==> src/rtl/adc_jesd204_chan_buffer.sv <==
// Per-channel ADC sample buffer: IDLE/RUN/DRAIN control, FIFO with valid/ready output, sticky overflow.
// Optional ADC_JESD204_CHAN_BUFFER_OVF_COUNT_EN adds a saturating dropped-beat counter (adc_ovf_count).
module adc_jesd204_chan_buffer #(
    parameter int DATA_PATH_WIDTH = 2,
    parameter int FIFO_ADDR_WIDTH = 4
) (
    input  logic                         adc_clk,
    input  logic                         adc_rstn,
    input  logic                         adc_enable,
    input  logic                         adc_valid,
    input  logic [16*DATA_PATH_WIDTH-1:0] adc_dfmt_data,
    output logic                         m_valid,
    input  logic                         m_ready,
    output logic [16*DATA_PATH_WIDTH-1:0] m_data,
    output logic [FIFO_ADDR_WIDTH:0]     fifo_level,
    output logic                         adc_ovf,
    input  logic                         adc_ovf_clr,
    output logic                         busy
`ifdef ADC_JESD204_CHAN_BUFFER_OVF_COUNT_EN
    ,
    output logic [15:0]                  adc_ovf_count
`endif
);

    localparam int DW    = 16 * DATA_PATH_WIDTH;
    localparam int DEPTH = 1 << FIFO_ADDR_WIDTH;
    localparam logic [FIFO_ADDR_WIDTH:0] FULL_LVL = {1'b1, {FIFO_ADDR_WIDTH{1'b0}}};

    typedef enum logic [1:0] {IDLE, RUN, DRAIN} state_t;

    state_t                     state, state_nxt;
    logic [DW-1:0]              mem [DEPTH];
    logic [FIFO_ADDR_WIDTH-1:0] wr_ptr, rd_ptr;
    logic                       wr_try, rd_fire, full, wr_en, ovf_evt;

    always_ff @(posedge adc_clk) begin
        if (!adc_rstn) state <= IDLE;
        else           state <= state_nxt;
    end

    always_comb begin
        state_nxt = state;
        case (state)
            IDLE:    if (adc_enable) state_nxt = RUN;
            RUN:     if (!adc_enable) state_nxt = DRAIN;
            DRAIN: begin
                if (adc_enable)           state_nxt = RUN;
                else if (fifo_level == '0) state_nxt = IDLE;
            end
            default: state_nxt = IDLE;
        endcase
    end

    assign busy    = (state != IDLE);
    assign wr_try  = (state == RUN) && adc_enable && adc_valid;
    assign rd_fire = m_valid && m_ready;
    assign full    = (fifo_level == FULL_LVL);
    // When full, the slot being read out this cycle is the one written, so a
    // concurrent transfer frees exactly the space the write needs.
    assign wr_en   = wr_try && (!full || rd_fire);
    assign ovf_evt = wr_try && full && !rd_fire;

    always_ff @(posedge adc_clk) begin
        if (wr_en) mem[wr_ptr] <= adc_dfmt_data;
    end

    always_ff @(posedge adc_clk) begin
        if (!adc_rstn) begin
            wr_ptr     <= '0;
            rd_ptr     <= '0;
            fifo_level <= '0;
        end else begin
            if (wr_en)   wr_ptr <= wr_ptr + 1'b1;
            if (rd_fire) rd_ptr <= rd_ptr + 1'b1;
            case ({wr_en, rd_fire})
                2'b10:   fifo_level <= fifo_level + 1'b1;
                2'b01:   fifo_level <= fifo_level - 1'b1;
                default: fifo_level <= fifo_level;
            endcase
        end
    end

    // Head of the FIFO is presented directly; gating keeps m_data at 0 when empty.
    assign m_valid = (fifo_level != '0);
    assign m_data  = m_valid ? mem[rd_ptr] : '0;

    always_ff @(posedge adc_clk) begin
        if (!adc_rstn)        adc_ovf <= 1'b0;
        else if (ovf_evt)     adc_ovf <= 1'b1;
        else if (adc_ovf_clr) adc_ovf <= 1'b0;
    end

`ifdef ADC_JESD204_CHAN_BUFFER_OVF_COUNT_EN
    always_ff @(posedge adc_clk) begin
        if (!adc_rstn) adc_ovf_count <= '0;
        else if (ovf_evt) begin
            if (adc_ovf_clr)                 adc_ovf_count <= 16'd1;
            else if (adc_ovf_count != 16'hFFFF) adc_ovf_count <= adc_ovf_count + 16'd1;
        end else if (adc_ovf_clr) adc_ovf_count <= '0;
    end
`endif

endmodule
==> config.mk <==
export PLATFORM = sky130hd
export DESIGN_NAME = adc_jesd204_chan_buffer
export DESIGN_NICKNAME = d
export VERILOG_FILES = /design/src/rtl/adc_jesd204_chan_buffer.sv
export SDC_FILE = /design/constraint.sdc
export NUM_CORES = 1
export LEC_CHECK = 0
export CORE_MARGIN = 8
export CORE_UTILIZATION = 40
export DETAILED_ROUTE_END_ITERATION = 16
export SLEW_MARGIN = 20
export SYNTH_ARGS = -nofsm -noshare
export SYNTH_HDL_FRONTEND = slang
export SYNTH_SLANG_ARGS = --single-unit
export TNS_END_PERCENT = 20
==> constraint.sdc <==
create_clock -name adc_clk -period 4.3 [get_ports adc_clk]
set_clock_uncertainty 0.15 [all_clocks]
set_input_delay 0.645 -clock adc_clk [delete_from_list [all_inputs] [get_ports adc_clk]]
set_output_delay 0.645 -clock adc_clk [all_outputs]
set_load 0.005 [all_outputs]
==> results.ini <==
[outcome]
status = finished, final reports clean

[clocking]
cts_tree = yes
cts_setup_buffers = 0
hold_buffers = 0
cts-buffers-inserted = 53
clk_latency_ps = 580
h-tree-depth = 2
path_clk_slew_ps = 60
post_cts_resized = 0
clock_sinks = 532
cts_buffer_depth = 3
cts_root_buf = clkbuf_16

[die]
rows = 83
start_util = 0.402
coreArea_mm2 = 0.0510
ios = 78
die_w_um = 242
die-height_um = 242
die_area_mm2 = 0.0587

[worst_setup_path]
worstReg2RegStart = state[1]
r2r_slack_ps = 1350
r2r-end = mem[12][0]
rr_worst_depth = 5
crit_top_cell = mux4_2
slowest_stage = dfxtp_4
critical_path_class = flop to output pin
endpoint_kind = output pin
crit_family = multiplexers
cp_cell_sequence = buf_4 -> mux4_2 -> mux4_2 -> and2_1 -> clkdlybuf4s50_1
cp.required_ps = 3500
startpoint_type = flop
worst-path-max-fanout = 29
cp.arrival_ps = 3170
crit_buf_inv = 2
crit_path_max_incr_delay_ps = 730

[min_path]
hold_depth = 1
worstHoldStart = state[1]
min_path_type = flop to flop
min_to = state[0]

[yosys]
ys.flop_type = edfxtp_1
netlist_instances = 869
ys_seq_elements = 532
syn_nets = 914
synthArstFlopShare = 0
yosysSeqAreaShare = 0.770
yosysWarnings = 0
synth_area_per_cell_um2 = 23.6
ys_types = 42
syn_area_mm2 = 0.0205
synth_edf_count = 512

[sta]
period_share = 0.921
rsz0062_at_grt = false
tightest_slew_ps = 735
final_hold_viol_count = 0
slew_headroom = 0.510
finalMaxSlewViolations = 0
setup_viol = 0
period_needed_ps = 3960
fmax_mhz = 252
timing.final.ws_setup_ps = 338
tns_ps = 0

[drt]
drt_iter0_drc = 750
top_layer_used = met5
wl_um = 43700
wl_met3_um = 1800
antenna_left = 0
via_per_inst = 5.36
wl_met2_um = 22300
drcViolationCount = 0
wire_per_inst_um = 25.5
wl_met1_um = 18700
drt-pass1-iter-count = 7
vias = 9197

[grt]
globalRouteOverflowTotal = 0
antenna_found_initial = 3
grt_pass1_wl_um = 65600
grtUsageTotal = 0.149
grt_pass1_vias = 9726
grt_max_degree = 55

[layout]
multi_input_area_mm2 = 0.00451
num_antenna_cells = 0
final_layout_size_suffix_gt1_frac = 0.284
syn_to_final_growth_pct = 17.7
fillers = 4124
nNetsFinal = 1038
ff_latch_area_mm2 = 0.0158

[job]
maxCapViolCount = 0

[placed_design]
dp_hpwl_um = 24000
dpl_worst_slack_ps = 571
io_buffers = 77
globalplace.congestion = 0.702

[power]
p_leak_nw = 7.35
power_density_mw_per_mm2 = 547
irDropWorstVdd_v = 0.000416

[cells by family after synthesis]
kind of cell | Yosys count | share of synthesized area
simple gates | 86 | 0.0250
buf+inv | 51 | 0.0131
compound gates | 22 | 0.00714
fa+ha+maj | 7 | 0.00427
flops | 532 | 0.770
xor+xnor | 9 | 0.00385
mux | 162 | 0.177
[Yosys cell counts (6+ instances only)]
cell type / count / area, µm²
nor2_1: 7 / 26.3
ha_1: 7 / 87.6
edfxtp_1: 512 / 15400
inv_1: 7 / 26.3
buf_1: 8 / 30.0
buf_4: 10 / 75.1
clkbuf_1: 19 / 71.3
and2_1: 48 / 300
mux4_2: 160 / 3600
dfxtp_1: 20 / 400
xnor2_1: 6 / 52.6
a21oi_1: 7 / 35.0
[worst register-to-register path: cells and delay by family, from the launching register on]
family,cells,cell delay [ps]
buf+inv,1,280
flops,1,330
simple gates,3,1340
compound gates,1,540
[cells in the final DEF (no fill, tap or decap), types with 2 or more instances in the layout]
cell type        count
clkdlybuf4s50_1     77
ha_1                 7
dfxtp_4              2
nand3_1              4
clkbuf_16           54
clkinv_2            12
nor2b_1              5
nor2_4               4
inv_1                7
nor3_2               4
mux4_2             160
and2_1              40
xor2_1               3
dfxtp_2              2
and2_2               8
a21boi_0             2
clkinvlp_4           2
bufinv_16            4
o211a_1              2
clkinv_1            12
buf_4               18
buf_12              18
edfxtp_1           512
nand2_1              5
a21oi_1              7
mux2i_1              2
xnor2_1              6
or3_1                2
nor3b_1              2
dfxtp_1             16
nor2_1               3
o21ai_0              3
clkbuf_1            11
[per-stage QoR]
step	area [µm²]	power, mW	hold slack (ps)	util	cells
2_1_floorplan	20500	7.75	295	-	869
3_3_place_gp	22400	8.95	323	0.440	1618
3_5_place_dp	22400	8.96	338	0.440	1618
4_1_cts	24100	13.4	347	0.473	1716
5_1_grt	24100	13.7	381	0.473	1716
6_report	24100	13.2	339	0.473	1716
[power by group]
group          internal [mW]  switching, mW
registers               5.73          0.100
logic                   1.68           1.25
clock network           2.56           1.88
total                   9.96           3.23
[layout make-up]
type                    count  share of cell area
multi-input cells         286               0.187
flip-flops and latches    532               0.655
well taps                 680              0.0353
inverters                   7             0.00109
clock inverters            32              0.0110
repair buffers            113              0.0525
clock buffers              66              0.0583
[worst max path at each step]
stage,from,endpoint,slack (ps),cells after the start
global route,flop,m_data[1],180,5
floorplan,m_ready,mem[4][0],-110,6
CTS,flop,m_data[1],210,5
finish,flop,m_data[1],340,5
global placement,m_ready,mem[12][26],650,6
detailed placement,adc_enable,mem[12][26],570,6
[metal layers]
metal,up-vias,global-route usage
li1,3930,-
met1,5011,0.195
met3,61,0.0269
met4,6,0.0442
met2,189,0.254
met5,-,0
[state kept, by name (all words and copies together) (netlist names), named ones only]
signal	cells
rd_ptr	4
state	2
fifo_level	5
adc_ovf	1
wr_ptr	4
mem	512
(Power assumes the default switching activity.)
